`src/rtl/ysyx_23060236_icache_sa_pkg.sv`:
```
// Shared constants, derived-size helpers and FSM encoding for the
// set-associative instruction cache.
package ysyx_23060236_icache_sa_pkg;

  localparam int ADDR_LEN_DEF   = 25;
  localparam int DATA_LEN_DEF   = 32;
  localparam int OFFSET_LEN_DEF = 5;
  localparam int INDEX_LEN_DEF  = 2;
  localparam int WAYS_DEF       = 2;

  function automatic int line_words(input int offset_len);
    return 1 << (offset_len - 2);
  endfunction

  // Keeps way-select vectors at least one bit wide for the direct-mapped case.
  function automatic int way_bits(input int ways);
    return (ways > 1) ? $clog2(ways) : 1;
  endfunction

  localparam int LINE_WORDS = line_words(OFFSET_LEN_DEF);
  localparam int WAY_BITS   = way_bits(WAYS_DEF);

  typedef enum logic [1:0] {
    S_IDLE,
    S_AR,
    S_R,
    S_RESP
  } state_e;

endpackage

```
`src/rtl/ysyx_23060236_icache_sa_if.sv`:
```
// Fetch-side request/response bus and memory-side burst read bus.
// The cache is the slave of the fetch bus and the master of the memory bus.
interface ysyx_23060236_icache_fetch_if #(
  parameter int ADDR_LEN = ysyx_23060236_icache_sa_pkg::ADDR_LEN_DEF,
  parameter int DATA_LEN = ysyx_23060236_icache_sa_pkg::DATA_LEN_DEF
);
  logic                req_valid;
  logic                req_ready;
  logic [ADDR_LEN-1:0] req_addr;
  logic                resp_valid;
  logic [DATA_LEN-1:0] resp_data;

  modport master (output req_valid, req_addr, input req_ready, resp_valid, resp_data);
  modport slave  (input req_valid, req_addr, output req_ready, resp_valid, resp_data);
endinterface

interface ysyx_23060236_icache_mem_if #(
  parameter int ADDR_LEN = ysyx_23060236_icache_sa_pkg::ADDR_LEN_DEF,
  parameter int DATA_LEN = ysyx_23060236_icache_sa_pkg::DATA_LEN_DEF
);
  logic                mem_arvalid;
  logic                mem_arready;
  logic [ADDR_LEN-1:0] mem_araddr;
  logic [7:0]          mem_arlen;
  logic                mem_rvalid;
  logic [DATA_LEN-1:0] mem_rdata;
  logic                mem_rlast;
  logic                mem_rready;

  modport master (output mem_arvalid, mem_araddr, mem_arlen, mem_rready,
                  input  mem_arready, mem_rvalid, mem_rdata, mem_rlast);
  modport slave  (input  mem_arvalid, mem_araddr, mem_arlen, mem_rready,
                  output mem_arready, mem_rvalid, mem_rdata, mem_rlast);
endinterface

```
`src/rtl/ysyx_23060236_icache_sa_way.sv`:
```
// One cache way: per-set tag, valid bit and line data, with a combinational
// lookup port, a beat-granular data write port and a bulk invalidate.
module ysyx_23060236_icache_way #(
  parameter int TAG_LEN   = 18,
  parameter int INDEX_LEN = 2,
  parameter int WORD_BITS = 3,
  parameter int DATA_LEN  = 32
) (
  input  logic                 clock,
  input  logic                 reset,
  input  logic [INDEX_LEN-1:0] rd_index_i,
  input  logic [TAG_LEN-1:0]   rd_tag_i,
  input  logic [WORD_BITS-1:0] rd_word_i,
  output logic                 valid_o,
  output logic                 hit_o,
  output logic [DATA_LEN-1:0]  rdata_o,
  input  logic                 we_data_i,
  input  logic                 we_tag_i,
  input  logic [INDEX_LEN-1:0] wr_index_i,
  input  logic [WORD_BITS-1:0] wr_word_i,
  input  logic [DATA_LEN-1:0]  wr_data_i,
  input  logic [TAG_LEN-1:0]   wr_tag_i,
  input  logic                 clr_i
);
  localparam int SETS       = 1 << INDEX_LEN;
  localparam int LINE_WORDS = 1 << WORD_BITS;

  logic [SETS-1:0]     valid_q;
  logic [TAG_LEN-1:0]  tag_q  [SETS];
  logic [DATA_LEN-1:0] data_q [SETS][LINE_WORDS];

  always_ff @(posedge clock or posedge reset) begin
    if (reset) begin
      valid_q <= '0;
    end else if (clr_i) begin
      valid_q <= '0;
    end else if (we_tag_i) begin
      valid_q[wr_index_i] <= 1'b1;
    end
  end

  // NOTE: tag/data arrays carry no reset so they can map onto plain RAM;
  // the valid bits alone make their contents meaningful.
  always_ff @(posedge clock) begin
    if (we_data_i) data_q[wr_index_i][wr_word_i] <= wr_data_i;
    if (we_tag_i)  tag_q[wr_index_i] <= wr_tag_i;
  end

  assign valid_o = valid_q[rd_index_i];
  assign hit_o   = valid_o && (tag_q[rd_index_i] == rd_tag_i);
  assign rdata_o = data_q[rd_index_i][rd_word_i];

endmodule

```
`src/rtl/ysyx_23060236_icache_sa.sv`:
```
// Set-associative instruction cache with a line-refill burst engine,
// round-robin replacement and FENCE.I invalidation.
module ysyx_23060236_icache_sa
  import ysyx_23060236_icache_sa_pkg::*;
#(
  parameter int ADDR_LEN   = ADDR_LEN_DEF,
  parameter int DATA_LEN   = DATA_LEN_DEF,
  parameter int OFFSET_LEN = OFFSET_LEN_DEF,
  parameter int INDEX_LEN  = INDEX_LEN_DEF,
  parameter int WAYS       = WAYS_DEF
) (
  input  logic                        clock,
  input  logic                        reset,
  ysyx_23060236_icache_fetch_if.slave fetch,
  ysyx_23060236_icache_mem_if.master  mem,
  input  logic                        fence_i,
  output logic                        busy
);
  localparam int TAG_LEN   = ADDR_LEN - OFFSET_LEN - INDEX_LEN;
  localparam int LINE_LEN  = ADDR_LEN - OFFSET_LEN;
  localparam int WORD_BITS = OFFSET_LEN - 2;
  localparam int LWORDS    = line_words(OFFSET_LEN);
  localparam int SETS      = 1 << INDEX_LEN;
  localparam int WB        = way_bits(WAYS);

  state_e                        state_q, state_d;
  logic [LINE_LEN-1:0]           line_q, line_d;
  logic [WORD_BITS-1:0]          word_q, word_d, beat_q, beat_d;
  logic [WB-1:0]                 victim_q, victim_d, victim_sel;
  logic [SETS-1:0][WB-1:0]       rr_q, rr_d;
  logic                          fence_pend_q, fence_pend_d;
  logic                          resp_valid_q, resp_valid_d;
  logic [DATA_LEN-1:0]           resp_data_q, resp_data_d, hit_data;
  logic                          hit_any, victim_found, req_ready, clr, beat_fire;
  logic [WAYS-1:0]               way_valid, way_hit;
  logic [WAYS-1:0][DATA_LEN-1:0] way_rdata;

  logic [TAG_LEN-1:0]   req_tag;
  logic [INDEX_LEN-1:0] req_index, line_index;
  logic [WORD_BITS-1:0] req_word;
  logic                 unused_byte_bits;

  assign req_tag          = fetch.req_addr[ADDR_LEN-1 -: TAG_LEN];
  assign req_index        = fetch.req_addr[OFFSET_LEN +: INDEX_LEN];
  assign req_word         = fetch.req_addr[2 +: WORD_BITS];
  assign unused_byte_bits = ^fetch.req_addr[1:0];
  assign line_index       = line_q[INDEX_LEN-1:0];
  assign beat_fire        = (state_q == S_R) && mem.mem_rvalid;

  for (genvar w = 0; w < WAYS; w++) begin : g_way
    ysyx_23060236_icache_way #(
      .TAG_LEN(TAG_LEN), .INDEX_LEN(INDEX_LEN), .WORD_BITS(WORD_BITS), .DATA_LEN(DATA_LEN)
    ) u_way (
      .clock      (clock),
      .reset      (reset),
      .rd_index_i (req_index),
      .rd_tag_i   (req_tag),
      .rd_word_i  (req_word),
      .valid_o    (way_valid[w]),
      .hit_o      (way_hit[w]),
      .rdata_o    (way_rdata[w]),
      .we_data_i  (beat_fire && (victim_q == WB'(w))),
      .we_tag_i   (beat_fire && mem.mem_rlast && (victim_q == WB'(w))),
      .wr_index_i (line_index),
      .wr_word_i  (beat_q),
      .wr_data_i  (mem.mem_rdata),
      .wr_tag_i   (line_q[LINE_LEN-1:INDEX_LEN]),
      .clr_i      (clr)
    );
  end

  // One-hot hit mux plus victim pick: lowest invalid way, else round-robin.
  always_comb begin
    hit_any      = 1'b0;
    hit_data     = '0;
    victim_found = 1'b0;
    victim_sel   = rr_q[req_index];
    for (int w = 0; w < WAYS; w++) begin
      if (way_hit[w]) begin
        hit_any  = 1'b1;
        hit_data = hit_data | way_rdata[w];
      end
      if (!victim_found && !way_valid[w]) begin
        victim_found = 1'b1;
        victim_sel   = WB'(w);
      end
    end
  end

  // NOTE: every always_comb output gets a default first, so no path leaves
  // a variable unassigned and no latch is inferred.
  always_comb begin
    state_d      = state_q;
    line_d       = line_q;
    word_d       = word_q;
    victim_d     = victim_q;
    beat_d       = beat_q;
    rr_d         = rr_q;
    fence_pend_d = fence_pend_q;
    resp_valid_d = 1'b0;
    resp_data_d  = resp_data_q;
    req_ready    = 1'b0;
    clr          = 1'b0;
    unique case (state_q)
      S_IDLE: begin
        clr          = fence_i || fence_pend_q;
        fence_pend_d = 1'b0;
        req_ready    = !clr;
        if (fetch.req_valid && req_ready) begin
          if (hit_any) begin
            resp_valid_d = 1'b1;
            resp_data_d  = hit_data;
          end else begin
            line_d   = fetch.req_addr[ADDR_LEN-1:OFFSET_LEN];
            word_d   = req_word;
            victim_d = victim_sel;
            state_d  = S_AR;
          end
        end
      end
      S_AR: begin
        if (mem.mem_arready) begin
          beat_d  = '0;
          state_d = S_R;
        end
      end
      S_R: begin
        if (mem.mem_rvalid) begin
          beat_d = beat_q + 1'b1;
          if (beat_q == word_q) resp_data_d = mem.mem_rdata;
          if (mem.mem_rlast) begin
            rr_d[line_index] = (rr_q[line_index] == WB'(WAYS - 1)) ? '0 : rr_q[line_index] + 1'b1;
            resp_valid_d     = 1'b1;
            state_d          = S_RESP;
          end
        end
      end
      S_RESP:  state_d = S_IDLE;
      default: state_d = S_IDLE;
    endcase
    if (state_q != S_IDLE && fence_i) fence_pend_d = 1'b1;
  end

  always_ff @(posedge clock or posedge reset) begin
    if (reset) begin
      state_q      <= S_IDLE;
      line_q       <= '0;
      word_q       <= '0;
      victim_q     <= '0;
      beat_q       <= '0;
      rr_q         <= '0;
      fence_pend_q <= 1'b0;
      resp_valid_q <= 1'b0;
      resp_data_q  <= '0;
    end else begin
      state_q      <= state_d;
      line_q       <= line_d;
      word_q       <= word_d;
      victim_q     <= victim_d;
      beat_q       <= beat_d;
      rr_q         <= rr_d;
      fence_pend_q <= fence_pend_d;
      resp_valid_q <= resp_valid_d;
      resp_data_q  <= resp_data_d;
    end
  end

  assign fetch.req_ready  = req_ready;
  assign fetch.resp_valid = resp_valid_q;
  assign fetch.resp_data  = resp_data_q;
  assign mem.mem_arvalid  = (state_q == S_AR);
  assign mem.mem_araddr   = {line_q, {OFFSET_LEN{1'b0}}};
  assign mem.mem_arlen    = 8'(LWORDS - 1);
  assign mem.mem_rready   = (state_q == S_R);
  assign busy             = (state_q != S_IDLE) || fence_pend_q;

endmodule

```
`src/flat_wrapper.sv`:
```
// flat-port wrapper written by rule: the top's interface ports become plain ports
module ysyx_23060236_icache_sa_flat import ysyx_23060236_icache_sa_pkg::*;
#(
  parameter int ADDR_LEN   = ADDR_LEN_DEF,
  parameter int DATA_LEN   = DATA_LEN_DEF,
  parameter int OFFSET_LEN = OFFSET_LEN_DEF,
  parameter int INDEX_LEN  = INDEX_LEN_DEF,
  parameter int WAYS       = WAYS_DEF
)
  (clock, reset, fence_i, busy, fetch_req_valid, fetch_req_addr, fetch_req_ready, fetch_resp_valid, fetch_resp_data, mem_mem_arvalid, mem_mem_araddr, mem_mem_arlen, mem_mem_rready, mem_mem_arready, mem_mem_rvalid, mem_mem_rdata, mem_mem_rlast);
  ysyx_23060236_icache_fetch_if #(.ADDR_LEN(ADDR_LEN), .DATA_LEN(DATA_LEN)) fetch_i ();
  ysyx_23060236_icache_mem_if #(.ADDR_LEN(ADDR_LEN), .DATA_LEN(DATA_LEN)) mem_i ();
  input  logic clock;
  input  logic reset;
  input  logic fence_i;
  output logic busy;
  input wire logic [$bits(fetch_i.req_valid)-1:0] fetch_req_valid;
  input wire logic [$bits(fetch_i.req_addr)-1:0] fetch_req_addr;
  output wire logic [$bits(fetch_i.req_ready)-1:0] fetch_req_ready;
  output wire logic [$bits(fetch_i.resp_valid)-1:0] fetch_resp_valid;
  output wire logic [$bits(fetch_i.resp_data)-1:0] fetch_resp_data;
  output wire logic [$bits(mem_i.mem_arvalid)-1:0] mem_mem_arvalid;
  output wire logic [$bits(mem_i.mem_araddr)-1:0] mem_mem_araddr;
  output wire logic [$bits(mem_i.mem_arlen)-1:0] mem_mem_arlen;
  output wire logic [$bits(mem_i.mem_rready)-1:0] mem_mem_rready;
  input wire logic [$bits(mem_i.mem_arready)-1:0] mem_mem_arready;
  input wire logic [$bits(mem_i.mem_rvalid)-1:0] mem_mem_rvalid;
  input wire logic [$bits(mem_i.mem_rdata)-1:0] mem_mem_rdata;
  input wire logic [$bits(mem_i.mem_rlast)-1:0] mem_mem_rlast;
  assign fetch_i.req_valid = fetch_req_valid;
  assign fetch_i.req_addr = fetch_req_addr;
  assign fetch_req_ready = fetch_i.req_ready;
  assign fetch_resp_valid = fetch_i.resp_valid;
  assign fetch_resp_data = fetch_i.resp_data;
  assign mem_mem_arvalid = mem_i.mem_arvalid;
  assign mem_mem_araddr = mem_i.mem_araddr;
  assign mem_mem_arlen = mem_i.mem_arlen;
  assign mem_mem_rready = mem_i.mem_rready;
  assign mem_i.mem_arready = mem_mem_arready;
  assign mem_i.mem_rvalid = mem_mem_rvalid;
  assign mem_i.mem_rdata = mem_mem_rdata;
  assign mem_i.mem_rlast = mem_mem_rlast;
  ysyx_23060236_icache_sa #(.ADDR_LEN(ADDR_LEN), .DATA_LEN(DATA_LEN), .OFFSET_LEN(OFFSET_LEN), .INDEX_LEN(INDEX_LEN), .WAYS(WAYS)) u_core (.clock(clock), .reset(reset), .fetch(fetch_i), .mem(mem_i), .fence_i(fence_i), .busy(busy));
endmodule
```
`config.mk`:
```
export PLATFORM = sky130hd
export DESIGN_NAME = ysyx_23060236_icache_sa_flat
export DESIGN_NICKNAME = d
export VERILOG_FILES = /design/src/rtl/ysyx_23060236_icache_sa_pkg.sv /design/src/rtl/ysyx_23060236_icache_sa_if.sv /design/src/rtl/ysyx_23060236_icache_sa_way.sv /design/src/rtl/ysyx_23060236_icache_sa.sv /design/src/flat_wrapper.sv
export SDC_FILE = /design/constraint.sdc
export NUM_CORES = 2
export LEC_CHECK = 0
export ABC_CLOCK_PERIOD_IN_PS = 3200
export CORE_MARGIN = 3
export CORE_UTILIZATION = 56
export DETAILED_ROUTE_END_ITERATION = 16
export GPL_TIMING_DRIVEN = 0
export PLACE_DENSITY = 0.75
export SYNTH_ARGS = -nofsm -noshare
export SYNTH_HDL_FRONTEND = slang
export SYNTH_HIERARCHICAL = 1
export SYNTH_SLANG_ARGS = --single-unit
```
`constraint.sdc`:
```
create_clock -name clock -period 3.2 [get_ports clock]
set_input_delay 0.64 -clock clock [delete_from_list [all_inputs] [get_ports clock]]
set_output_delay 0.64 -clock clock [all_outputs]
set_load 0.02 [all_outputs]
```
==> impl_metrics.sql <==
INSERT INTO impl_metrics (metric_group, metric, value, unit) VALUES
('drt', 'wirelength', '249', 'mm'),
('critical_path', 'path_max_fanout', '10', ''),
('synthesis', 'synth.yosys.warnings', '6', ''),
('critical_path', 'endpoint_kind', 'register', ''),
('critical_path', 'worstPathArrival', '4.43', 'ns'),
('flow_run', 'max_capacitance_violation_count', '0', ''),
('synthesis', 'synth-main-ff-cell', 'edfxtp_1', ''),
('critical_path', 'timing.setup.critical_path_class', 'input pin to register', ''),
('drt', 'drt_pre_antenna_iters', '9', ''),
('synthesis', 'post_syn_instances', '3627', ''),
('critical_path', 'worst-path-buf-inv', '6', ''),
('floorplan', 'design.core.area', '155000', 'um^2'),
('floorplan', 'dieWidth', '401', 'um'),
('cts', 'clock_path_buffers', '3', ''),
('drt', 'post-route-drc-count', '0', ''),
('final_layout', 'fin_nets', '4249', ''),
('floorplan', 'die_area', '161000', 'um^2'),
('final_layout', 'finish.cell_count_without_fillers', '6409', ''),
('final_layout', 'drive_above_1_share', '0.362', ''),
('critical_path', 'crit_path_start_kind', 'input pin', ''),
('grt', 'grt_first_pass_wirelength', '343', 'mm'),
('final_layout', 'most_frequent_standard_cell_in_the_layout_excluding_fill_and_tap_cells', 'edfxtp_1', ''),
('floorplan', 'start_util', '0.566', ''),
('drt', 'met2WireLength', '114', 'mm'),
('grt', 'globalRouteOverflowTotal', '0', ''),
('outcome', 'run_status', 'finished with violations', ''),
('synthesis', 'postSynth.asyncResetShare', '0.0331', ''),
('min_path', 'min_path_type', 'input pin to register', ''),
('synthesis', 'syn_area_per_cell', '24.1', 'um^2'),
('synthesis', 'ys_seq_area_frac', '0.774', ''),
('grt', 'initial_antenna_violation_count', '21', ''),
('drt', 'route.antenna.remaining_nets', '0', ''),
('critical_path', 'cpPeakStageDelay', '0.55', 'ns'),
('synthesis', 'synthesis.area', '87500', 'um^2'),
('power_and_ir_drop', 'post-layout-total-power', '0.0668', 'W'),
('timing', 'timing_worst_slew_pin_value', '1.47', 'ns'),
('timing', 'final.hold.worst_slack', '0.135', 'ns'),
('power_and_ir_drop', 'worst_supply_voltage_drop_on_vdd', '742', 'uV'),
('critical_path', 'cp_slowest_cell', 'mux4_2', ''),
('final_layout', 'final_util', '0.666', ''),
('timing', 'final_hold_viol_count', '0', ''),
('critical_path', 'crit_chain', 'buf_8 -> buf_8 -> buf_12 -> buf_8 -> mux4_2 -> xnor2_1 -> nand4_1 -> nor4_4 -> buf_6 -> clkbuf_1 -> a22oi_1 -> o21ai_1 -> mux2_4', ''),
('critical_path', 'cp.required', '3.97', 'ns'),
('cts', 'cts_hold_repair.buffers', '0', ''),
('critical_path', 'critical-path-top-delay-family', 'buffers and inverters', ''),
('grt', 'grt_max_degree', '51', ''),
('timing', 'finalClockSkew', '0.0450', 'ns'),
('cts', 'insertion_delay', '0.86', 'ns'),
('final_layout', 'finish.instance_area', '103000', 'um^2'),
('grt', 'track_usage', '0.307', ''),
('timing', 'setup-violations-final', '90', ''),
('floorplan', 'io_pins', '134', ''),
('cts', 'clock_edge_transition_at_the_registers_on_the_reported_setup_and_hold_paths', '0.06', 'ns'),
('place', 'dp_hpwl', '152', 'mm'),
('final_layout', 'fillerInstances', '9071', ''),
('timing', 'fin_crit', '3.66', 'ns'),
('timing', 'fmax', '274', 'MHz'),
('power_and_ir_drop', 'power.density', '649', 'nW/um^2'),
('drt', 'routed_wire_length_per_instance', '38.9', 'um'),
('drt', 'num_vias', '44600', ''),
('final_layout', 'total_area_of_multi_input_combinational_cells', '19500', 'um^2'),
('drt', 'dr_wl_met3', '40.1', 'mm'),
('floorplan', 'die_y', '401', 'um'),
('place', 'dpl.cell_count', '5904', ''),
('synthesis', 'number_of_distinct_standard_cells_referenced_by_the_synthesized_netlist', '46', ''),
('critical_path', 'critical-path-top-cell-by-count', 'buf_8', ''),
('drt', 'drt-initial-drc-count', '7772', ''),
('final_layout', 'area.growth.synth_to_final', '17.7', '%'),
('timing', 'timing.final.ws_setup', '-0.456', 'ns'),
('outcome', 'violations', 'setup timing', ''),
('place', 'placedInstanceArea', '94000', 'um^2');
metal layers:
metal  vias to the layer above  global-route usage
li1                      16600                   -
met1                     23400               0.432
met2                      3968               0.451
met3                       631               0.110
met4                        14               0.112
met5                         -             0.00595
Yosys cell counts, types with 6 or more instances:
master	number	share of area
inv_1	15	0.00064
a22oi_1	32	0.0027
buf_2	42	0.0024
xor2_1	19	0.0019
clkbuf_1	68	0.0029
o21ai_0	41	0.0023
mux2_2	77	0.0099
xnor2_1	25	0.0025
mux2i_1	19	0.0022
nor2_1	92	0.0039
nand2_1	49	0.0021
mux2_4	30	0.0051
buf_6	13	0.0017
nor2b_1	8	0.00057
mux4_2	671	0.17
edfxtp_1	2192	0.75
nand2b_1	6	0.00043
buf_1	36	0.0015
nand4_1	9	0.00064
nand3_1	11	0.00063
dfrtp_1	75	0.021
buf_4	42	0.0036
mux2_1	13	0.0017
cell type report:
type,count,share of cell area
diodes,8,0.000194
plain buffers,199,0.0147
clock buffers,286,0.0555
clock inverters,106,0.00956
inverters,15,0.000571
multi-input cells,1156,0.190
flip-flops and latches,2267,0.657
well taps,2044,0.0248
repair buffers,328,0.0477
power by group:
group	internal [W]	total (W)	switching, W	leakage [nW]
clock	0.0137	0.0246	0.0108	3.26
sequential	0.0336	0.0345	0.000972	20.7
combinational	0.00315	0.00771	0.00456	8.88
total	0.0504	0.0668	0.0164	32.8
logic make-up (layout without fill, tap and decap cells):
| group | Yosys count | in the layout | synth area share |
|---|---|---|---|
| AOI/OAI and AO/OA | 91 | 91 | 0.00675 |
| xor gates and xnor gates | 44 | 44 | 0.00440 |
| adders and majority gates | 4 | 4 | 0.000572 |
| buffers and inverters | 216 | 934 | 0.0128 |
| DFF | 2267 | 2267 | 0.774 |
| muxes | 810 | 810 | 0.192 |
| other | 2 | 21 | 0.0000858 |
| and+or+nand+nor | 193 | 194 | 0.00993 |
sequential cells by signal, indices dropped and copies added (netlist names):
| name | cells |
|---|---|
| u_core/beat_q | 3 |
| u_core/fence_pend_q | 1 |
| u_core/fetch.resp_data | 32 |
| u_core/fetch.resp_valid | 1 |
| u_core/g_way.u_way/data_q | 2048 |
| u_core/g_way.u_way/tag_q | 144 |
| u_core/g_way.u_way/valid_q | 8 |
| u_core/line_q | 20 |
| u_core/rr_q | 4 |
| u_core/state_q | 2 |
| u_core/victim_q | 1 |
| u_core/word_q | 3 |
final timing paths:
path	slack, ns	end	cells after the start	startpoint
setup / recovery	-0.46	u_core/fetch.resp_data[2]	13	fetch_req_addr[5]
hold / removal	0.14	u_core/line_q[0]	2	fetch_req_addr[5]
setup reg to reg	-0.45	u_core/fetch.resp_data[7]	10	u_core/g_way[1].u_way/tag_q[3][13]
hold reg to reg	0.47	u_core/rr_q[1]	1	u_core/rr_q[1]
max in group asynchronous	2.28	u_core/fetch.resp_data[16]	3	reset
min in group asynchronous	0.19	u_core/g_way[1].u_way/valid_q[2]	2	reset
metrics by stage:
stage                TNS, ns  worst slack [ns]
detailed placement  -2404.59             -3.45
CTS                   -11.50            -0.301
floorplan            -211.62            -0.485
global route          -20.53            -0.444
finish                -20.65            -0.456
global placement    -5387.24             -3.38
timing repair:
item / 4_1_cts / 5_1_grt
buffers inserted: 78 / 26
pin swaps: 58 / 14
setup endpoints to repair: 2218 / 942
gates resized for setup: 239 / 47
gates cloned: 6 / 0
No activity file was read; power rests on OpenSTA's default activity.
